`src/rtl/icache_req_arb.sv`:
```
// -----------------------------------------------------------------------------
// icache_req_arb
//
// Shares one instruction-cache request/response port between NUM_REQS fetch
// requesters. Requests are arbitrated round-robin and the winner is captured in
// a one-entry output register. Its tag is extended with the requester index
// in the LSBs. Responses are routed back combinationally by that index.
// Per-requester pending counters cap in-flight fetches and feed `busy`.
//
// Parameters
//   NUM_REQS     number of requesters (>= 1)
//   ADDR_WIDTH   word address width
//   DATA_WIDTH   instruction data width
//   TAG_WIDTH    requester-side tag width
//   MAX_PENDING  in-flight fetch limit per requester (>= 1)
//
// Ports
//   clk, reset                     clock, synchronous active-high reset
//   req_valid_in/addr_in/tag_in    packed per-requester requests (slice i)
//   req_ready_out                  per-requester accept
//   req_valid/addr/tag_out         registered icache request, tag = {tag, idx}
//   req_ready_in                   icache accept
//   rsp_valid/data/tag_in          icache response
//   rsp_ready_out                  response accept toward the icache
//   rsp_valid_out                  per-requester response valid
//   rsp_data_out, rsp_tag_out      response data/tag broadcast to all slices
//   rsp_ready_in                   per-requester response ready
//   busy                           request held or any fetch outstanding
//
// Optional feature: define ICACHE_ARB_PERF_EN to add the 64-bit output
// perf_stall_cycles, counting cycles with a valid request but no accept.
// -----------------------------------------------------------------------------
module icache_req_arb #(
  parameter int NUM_REQS    = 2,
  parameter int ADDR_WIDTH  = 30,
  parameter int DATA_WIDTH  = 32,
  parameter int TAG_WIDTH   = 8,
  parameter int MAX_PENDING = 4,
  localparam int IDX_BITS   = (NUM_REQS > 1) ? $clog2(NUM_REQS) : 1,
  localparam int CNT_BITS   = $clog2(MAX_PENDING + 1)
) (
  input  logic                             clk,
  input  logic                             reset,

  input  logic [NUM_REQS-1:0]              req_valid_in,
  input  logic [NUM_REQS*ADDR_WIDTH-1:0]   req_addr_in,
  input  logic [NUM_REQS*TAG_WIDTH-1:0]    req_tag_in,
  output logic [NUM_REQS-1:0]              req_ready_out,

  output logic                             req_valid_out,
  output logic [ADDR_WIDTH-1:0]            req_addr_out,
  output logic [TAG_WIDTH+IDX_BITS-1:0]    req_tag_out,
  input  logic                             req_ready_in,

  input  logic                             rsp_valid_in,
  input  logic [DATA_WIDTH-1:0]            rsp_data_in,
  input  logic [TAG_WIDTH+IDX_BITS-1:0]    rsp_tag_in,
  output logic                             rsp_ready_out,

  output logic [NUM_REQS-1:0]              rsp_valid_out,
  output logic [NUM_REQS*DATA_WIDTH-1:0]   rsp_data_out,
  output logic [NUM_REQS*TAG_WIDTH-1:0]    rsp_tag_out,
  input  logic [NUM_REQS-1:0]              rsp_ready_in,

  output logic                             busy
`ifdef ICACHE_ARB_PERF_EN
  ,
  output logic [63:0]                      perf_stall_cycles
`endif
);

  // Output register
  logic                          out_valid;
  logic [ADDR_WIDTH-1:0]         out_addr;
  logic [TAG_WIDTH+IDX_BITS-1:0] out_tag;

  // Arbitration state and per-requester fetch credits
  logic [IDX_BITS-1:0]           rr_ptr;
  logic [CNT_BITS-1:0]           pending [NUM_REQS];

  logic                          load;
  logic [NUM_REQS-1:0]           eligible;
  logic                          found;
  logic                          accept;
  logic [IDX_BITS-1:0]           grant_idx;
  logic [IDX_BITS-1:0]           rr_next;
  logic [ADDR_WIDTH-1:0]         grant_addr;
  logic [TAG_WIDTH-1:0]          grant_tag;
  logic [IDX_BITS-1:0]           rsp_sel;
  logic [NUM_REQS-1:0]           pend_inc;
  logic [NUM_REQS-1:0]           pend_dec;
  logic [NUM_REQS-1:0]           pend_nz;

  // The register can take a new grant when empty or when it drains this cycle.
  assign load = !out_valid || req_ready_in;

  always_comb begin
    for (int i = 0; i < NUM_REQS; i++) begin
      eligible[i] = req_valid_in[i] && (pending[i] < CNT_BITS'(MAX_PENDING));
      pend_nz[i]  = (pending[i] != '0);
    end
  end

  // Round-robin scan: first look at indices >= rr_ptr, then wrap to those
  // below it. Constant loop indices keep the selection free of variable
  // part-selects.
  // NOTE: every signal written here gets a default first so no path leaves it
  // unassigned, which would otherwise infer a latch.
  always_comb begin
    found      = 1'b0;
    grant_idx  = '0;
    grant_addr = '0;
    grant_tag  = '0;
    for (int i = 0; i < NUM_REQS; i++) begin
      if (!found && eligible[i] && (IDX_BITS'(i) >= rr_ptr)) begin
        found      = 1'b1;
        grant_idx  = IDX_BITS'(i);
        grant_addr = req_addr_in[i*ADDR_WIDTH +: ADDR_WIDTH];
        grant_tag  = req_tag_in[i*TAG_WIDTH +: TAG_WIDTH];
      end
    end
    for (int i = 0; i < NUM_REQS; i++) begin
      if (!found && eligible[i] && (IDX_BITS'(i) < rr_ptr)) begin
        found      = 1'b1;
        grant_idx  = IDX_BITS'(i);
        grant_addr = req_addr_in[i*ADDR_WIDTH +: ADDR_WIDTH];
        grant_tag  = req_tag_in[i*TAG_WIDTH +: TAG_WIDTH];
      end
    end
  end

  assign accept  = load && found;
  assign rr_next = (grant_idx == IDX_BITS'(NUM_REQS - 1)) ? '0 : grant_idx + 1'b1;

  always_comb begin
    for (int i = 0; i < NUM_REQS; i++) begin
      req_ready_out[i] = accept && (grant_idx == IDX_BITS'(i));
    end
  end

  assign req_valid_out = out_valid;
  assign req_addr_out  = out_addr;
  assign req_tag_out   = out_tag;

  // Response routing. An index with no matching requester (NUM_REQS not a
  // power of two) raises no valid and is accepted, so it is dropped.
  assign rsp_sel = rsp_tag_in[IDX_BITS-1:0];

  always_comb begin
    rsp_valid_out = '0;
    rsp_ready_out = 1'b1;
    for (int i = 0; i < NUM_REQS; i++) begin
      if (rsp_sel == IDX_BITS'(i)) begin
        rsp_valid_out[i] = rsp_valid_in;
        rsp_ready_out    = rsp_ready_in[i];
      end
    end
  end

  assign rsp_data_out = {NUM_REQS{rsp_data_in}};
  assign rsp_tag_out  = {NUM_REQS{rsp_tag_in[TAG_WIDTH+IDX_BITS-1 -: TAG_WIDTH]}};

  assign pend_inc = req_ready_out;
  assign pend_dec = rsp_valid_out & rsp_ready_in;

  assign busy = out_valid || (|pend_nz);

  // NOTE: sequential state is written with non-blocking assignments so every
  // flop samples the pre-edge values regardless of statement order.
  // NOTE: the pending array is control state that must start at zero, so it is
  // cleared on reset; the address/tag payload below is qualified by out_valid
  // and needs no reset.
  always_ff @(posedge clk) begin
    if (reset) begin
      out_valid <= 1'b0;
      rr_ptr    <= '0;
      for (int i = 0; i < NUM_REQS; i++) begin
        pending[i] <= '0;
      end
    end else begin
      if (accept) begin
        out_valid <= 1'b1;
        rr_ptr    <= rr_next;
      end else if (req_ready_in) begin
        out_valid <= 1'b0;
      end
      for (int i = 0; i < NUM_REQS; i++) begin
        case ({pend_inc[i], pend_dec[i]})
          2'b10:   pending[i] <= pending[i] + 1'b1;
          // A late response after reset must not wrap the counter.
          2'b01:   if (pending[i] != '0) pending[i] <= pending[i] - 1'b1;
          default: pending[i] <= pending[i];
        endcase
      end
    end
  end

  always_ff @(posedge clk) begin
    if (accept) begin
      out_addr <= grant_addr;
      out_tag  <= {grant_tag, grant_idx};
    end
  end

`ifdef ICACHE_ARB_PERF_EN
  always_ff @(posedge clk) begin
    if (reset) begin
      perf_stall_cycles <= '0;
    end else if ((|req_valid_in) && !accept) begin
      perf_stall_cycles <= perf_stall_cycles + 64'd1;
    end
  end
`endif

endmodule
```
`config.mk`:
```
export PLATFORM = sky130hd
export DESIGN_NAME = icache_req_arb
export DESIGN_NICKNAME = d
export VERILOG_FILES = /design/src/rtl/icache_req_arb.sv
export SDC_FILE = /design/constraint.sdc
export NUM_CORES = 1
export LEC_CHECK = 0
export CORE_ASPECT_RATIO = 2
export CORE_MARGIN = 2
export CORE_UTILIZATION = 32
export CTS_CLUSTER_SIZE = 10
export DETAILED_ROUTE_END_ITERATION = 8
export GPL_ROUTABILITY_DRIVEN = 0
export PLACE_DENSITY = 0.83
export SLEW_MARGIN = 5
export SYNTH_ARGS = -nofsm -noshare
export SYNTH_HDL_FRONTEND = slang
export SYNTH_SLANG_ARGS = --single-unit
```
`constraint.sdc`:
```
create_clock -name clk -period 4.1 [get_ports clk]
set_clock_uncertainty 0.2 [all_clocks]
set_input_delay 1.23 -clock clk [delete_from_list [all_inputs] [get_ports clk]]
set_output_delay 1.23 -clock clk [all_outputs]
set_load 0.05 [all_outputs]
```
# After elaboration in Yosys (flattened, before gate mapping)
# Memory sizes are Yosys's and may differ from the RTL's.
# Index checks and enable logic that the tools add are counted.
op_classes:
  eq_ne: 4
  n_bitwise: 8
  magnitude_cmp: 6
  n_reduce_logical: 24
  n_addsub: 5
  n_mux: 49
ops:
  columns: ["cell", "n"]
  rows:
  - ["30-bit two-way mux", 4]
  - ["1-bit two-way mux", 35]
  - ["8-bit two-way mux", 4]
  - ["3-bit two-way mux", 6]
  - ["1-bit logical AND", 12]
  - ["3-bit by 1-bit adder with 3-bit output (second input constant)", 2]
  - ["3-bit < comparator (second input constant)", 2]
  - ["1-bit bitwise OR", 6]
  - ["3-bit nonzero test", 2]
  - ["2-bit OR reduction", 3]
  - ["3-bit by 1-bit subtractor with 3-bit output (second input constant)", 2]
  - ["2-bit by 1-bit == test with 1-bit output (second input constant)", 2]
  - ["2-bit == test (second input constant)", 2]
  - ["1-bit logical NOT", 4]
  - ["2-bit bitwise AND", 1]
  - ["1-bit >= comparator (first input constant)", 2]
  - ["1-bit logical OR", 2]
  - ["1-bit < comparator (first input constant)", 2]
  - ["2-bit nonzero test", 1]
  - ["1-bit adder (second input constant)", 1]
  - ["1-bit NOT", 1]
totals:
  regBits: 41
  mem_bits_rw: 6
  output_inout_bits: 126
  mem_count: 1
mem_list:
  columns: ["memory", "words", "width", "read_ports", "rd_clocked_by_memory_dff", "write_ports", "line", "source"]
  rows:
  - ["pending", 2, 3, 2, 0, 2, "79", "logic [CNT_BITS-1:0] pending [NUM_REQS];"]

# Depth between registers and ports, before layout
depth:
  ltp_word: 25
  mapped_depth: 12
  ltp_nobuf: 11

# Worst setup path after synthesis
# Ideal clock, no wire load.
synth_path:
  path_type: "input to register"
  from: "input port rsp_valid_in"
  to: "memory pending[0][2] (netlist bit), data pin"
  setup_slack_ns: 0.222
  arrival_ns: 3.425
  n_path_buf: 0
  setup_ns: 0.254
  path_stages: 11
  cell_sequence: "nor2b_1 -> nand2_1 -> inv_1 -> ha_1 -> nand2b_1 -> nor2_1 -> inv_1 -> fa_1 -> xor2_1 -> nor4_1 -> a21o_1"
synth_rtl:
  columns: ["item", "line", "source"]
  rows:
  - ["start, declared", "55", "input logic rsp_valid_in,"]
  - ["end, declared", "79", null]

# Final worst setup path
layout_path:
  from: "input port req_valid_in[1]"
  to: "output port req_ready_out[1]"
layout_via:
  elab_chain_cells: 14
layout_rtl:
  columns: ["item", "line", "source"]
  rows:
  - ["start, declared", "45", "input logic [NUM_REQS-1:0] req_valid_in,"]
  - ["1-bit logical AND (*)", "99", "eligible[i] = req_valid_in[i] && (pending[i] < CNT_BITS'(MAX_PENDING));"]
  - ["1-bit logical AND (2 in a row)", "115", "if (!found && eligible[i] && (IDX_BITS'(i) >= rr_ptr)) begin"]
  - ["1-bit two-way mux", "115", null]
  - ["1-bit logical NOT", "123", "if (!found && eligible[i] && (IDX_BITS'(i) < rr_ptr)) begin"]
  - ["1-bit logical AND (2 in a row)", "123", null]
  - ["1-bit two-way mux", "123", null]
  - ["1-bit logical NOT", "123", null]
  - ["1-bit logical AND (2 in a row)", "123", null]
  - ["1-bit two-way mux", "123", null]
  - ["1-bit logical AND", "132", "assign accept = load && found;"]
  - ["1-bit logical AND (*)", "137", "req_ready_out[i] = accept && (grant_idx == IDX_BITS'(i));"]
  - ["end, declared", "48", "output logic [NUM_REQS-1:0] req_ready_out,"]
# Mark *: on every way between the ends. The rest lies on a longest branch, timed or not.

==> qor.log <==
INFO  setup_path     critical_path.cell_chain=clkdlybuf4s50_1, nor2b_1, o21a_1, nand2_1, inv_1, buf_12
INFO  cells_and_area post_route_cells_drive_above_1_share=7.17%
INFO  power          peakVddDrop=0.302mV
INFO  floorplanning  initial_utilization=32.6%
INFO  global_route   grt-busiest-layer=met2
INFO  cts            tritoncts=built
INFO  power          power_report.internal_total=1.26mW
INFO  global_route   globalRouteMet1Util=14.6%
INFO  setup_path     critical-path-max-stage-delay=0.44ns
INFO  timing         slew-limit-headroom=62.2%
INFO  floorplanning  core_area=8590um2
INFO  logic_synthesis ys_async_sr_fraction=0%
INFO  power          power_frac_clock=27.4%
INFO  floorplanning  die_y=136um
INFO  cts            cts.sinks=47
INFO  power          power_density=490nW/um2
INFO  place          placed_cells_incl_taps=385
INFO  floorplanning  design.die.area=9550um2
INFO  status         run_status=completed
INFO  global_route   grtUsageMet2=30.3%
INFO  cells_and_area finish.cell_count_without_fillers=393
INFO  global_route   grt_antenna_before_repair=0
INFO  setup_path     largest_fanout_on_the_critical_path=3
INFO  cts            clock_tree.htree_level_count=2
INFO  logic_synthesis yosysTopAreaCell=edfxtp_1
INFO  floorplanning  num_io_pins=251
INFO  power          power.switching=624uW
INFO  routing        detail_route.wl_per_cell=20.4um
INFO  floorplanning  placementRows=48
INFO  cells_and_area synthToLayoutAreaGrowth=37.5%
INFO  logic_synthesis syn_avg_cell_area=11.7um2
INFO  power          p_seq_share=35.6%
INFO  logic_synthesis synthesis.nets=373
INFO  global_route   grt_pass1_vias=2139
INFO  timing         layout_min_cycle_time=3.97ns
INFO  run            drv_cap=0
INFO  routing        drt_drc_violations_left=0
INFO  global_route   grt_first_pass_wirelength=11.8mm
INFO  timing         max_slew.worst_pin.slew=0.565ns
INFO  global_route   maximum_number_of_pins_on_one_net_before_global_route_repair=40
INFO  routing        initialDrtViolationCount=113
INFO  timing         finalSetupViolations=0
INFO  cts            hold_bufs_at_cts=0
INFO  timing         timing.final.hold_violations=0
INFO  routing        num_vias=1964
INFO  global_route   globalRouteMet3Util=8.01%
INFO  power          swShare=33.1%
INFO  routing        first_pass_iters=4
INFO  logic_synthesis yosys-top-cells-area=edfxtp_1, buf_4, a22o_1
INFO  routing        wl=8.00mm
INFO  cts            cts.repair.resized=0
INFO  setup_path     worstSetupEndpointType=primary output
INFO  place          place_hpwl=6.45mm
INFO  logic_synthesis edff_count_synth=45
INFO  cts            postCtsSetupBuffers=0
INFO  power          cellLeakagePower=1.48nW
INFO  power          p_total=1.88mW
INFO  floorplanning  die_w=70.1um
INFO  logic_synthesis syn-instance-count=240
INFO  timing         period_share=96.7%
INFO  timing         report.final.slew_viol_count=0
INFO  routing        final_antenna_net_count=0
INFO  setup_path     cp.arrival=2.54ns
INFO  timing         fin_tns_setup=0ns
INFO  place          dpl_worst_slack=0.0671ns
INFO  cts            cts_root_buf=clkbuf_16
INFO  logic_synthesis synth.top_cells.by_count=buf_4, edfxtp_1, a22o_1, inv_1, nor2_1
INFO  setup_path     cp.buffers_inverters=3
INFO  cts            cts.path.max_buffers=2
INFO  global_route   grt_overflow_total=0
INFO  cells_and_area n_antenna_cell=0
INFO  cts            cts.clk_slew.worst_paths=0.06ns
INFO  routing        detail_route.vias_per_cell=5.00
INFO  timing         hold_slack=0.347ns
INFO  setup_path     critical-path-slowest-cell=clkdlybuf4s50_1
INFO  timing         setup_repair_after_global_routing_missed_its_margin=no
INFO  logic_synthesis synthDominantCellAreaShare=48.3%
INFO  logic_synthesis yosys_warnings=0
INFO  min_path       worst_hold_path_type=reg -> reg
INFO  timing         fmax=252MHz
INFO  cts            cts-buffers-inserted=5
INFO  cells_and_area n_fill_cell=798
INFO  logic_synthesis yosysMostFrequentCell=buf_4
INFO  logic_synthesis post_synth_num_cell_types=27
INFO  logic_synthesis synth-seq-cells=47
INFO  timing         postLayoutSetupSlackWorst=0.133ns
INFO  global_route   grt_usage=16.9%
INFO  cells_and_area finalNetCount=425
INFO  setup_path     crit_required=2.67ns
INFO  setup_path     kind_of_cell_with_the_highest_combined_delay_on_the_critical_path=buffers and inverters
INFO  power          share_comb_of_total_power=37.0%
INFO  setup_path     worstSetupPathType=in -> out
INFO  setup_path     cp-start-kind=primary input
INFO  logic_synthesis mappedNetlistArea=2800um2
INFO  place          place.port_buffers=130
INFO  logic_synthesis yosys_most_used_dff=edfxtp_1
INFO  logic_synthesis synth.yosys.seq_area_share=49.8%
INFO  cts            clk_lat_worst_skew=0.28ns
-- metal layers --
metal | up-vias | wire length (um)
li1 | 883 | -
met1 | 898 | 2280
met2 | 128 | 4210
met3 | 55 | 994
met4 | 0 | 512
met5 | - | 0
-- stage by stage --
step	area (um2)	utilization [%]
finish	3840	44.8
global route	3840	44.8
CTS	3840	44.8
detailed placement	3660	42.6
global placement	3660	42.6
floorplan	2800	-
-- cells by family after synthesis --
logic type                 after synthesis  synth area share, %
buffers and inverters                  100                 24.7
adders and majority gates                8                 3.85
DFF                                     47                 49.8
AOI/OAI and AO/OA                       54                 15.4
and+or+nand+nor                         29                 5.55
xor gates and xnor gates                 1                0.313
muxes                                    1                0.403
-- placed cells by master, fill, tap and decap left out, types with 2 or more instances in the layout --
cell type and instances:
nor2_1 8, buf_4 4, nor3_2 2, clkdlybuf4s50_1 125
nor2b_1 4, nand2b_1 4, inv_1 12, buf_12 4
clkbuf_16 5, ha_1 7, bufinv_16 2, dfxtp_1 2
nand2_1 5, a21oi_1 5, a22o_1 38, o21ai_0 5
edfxtp_1 45
-- power by group through the flow --
stage | clock [mW] | combinational, mW | sequential, mW
after floorplan | 0 | 0.386 | 0.926
after global placement | 0 | 0.690 | 0.676
after detailed placement | 0 | 0.700 | 0.682
after CTS | 0.533 | 0.702 | 0.671
after global routing | 0.547 | 0.734 | 0.678
final | 0.516 | 0.697 | 0.670
-- state kept, by name (all words and copies together), names as in the netlist --
name and flops:
req_valid_out 1, req_tag_out 9, pending 6, req_addr_out 30
rr_ptr 1
-- path summary, 6_finish.rpt --
| path | slack [ns] | end | from | depth (start not counted) |
|---|---|---|---|---|
| setup / recovery | 0.13 | req_ready_out[1] | req_valid_in[1] | 6 |
| hold / removal | 0.35 | rr_ptr | rr_ptr | 2 |
| setup reg to reg | 1.27 | pending[0][2] | pending[1][2] | 11 |
| hold reg to reg | 0.35 | rr_ptr | rr_ptr | 2 |
-- cell type report --
cell class | count | area, um2 | share of cell area (%)
flip-flops and latches | 47 | 1390 | 36.2
repair buffers | 133 | 1360 | 35.4
multi-input cells | 93 | 733 | 19.1
clock buffers | 6 | 129 | 3.35
well taps | 100 | 125 | 3.25
clock inverters | 2 | 60.1 | 1.56
inverters | 12 | 45.0 | 1.17
-- tightest hold or removal path, delay by kind of cell, from the launching register on --
family         cells  cell delay (ns)
AO/OA/AOI/OAI      2             0.15
flip-flops         1             0.35
No activity file was read; power rests on OpenSTA's default activity.
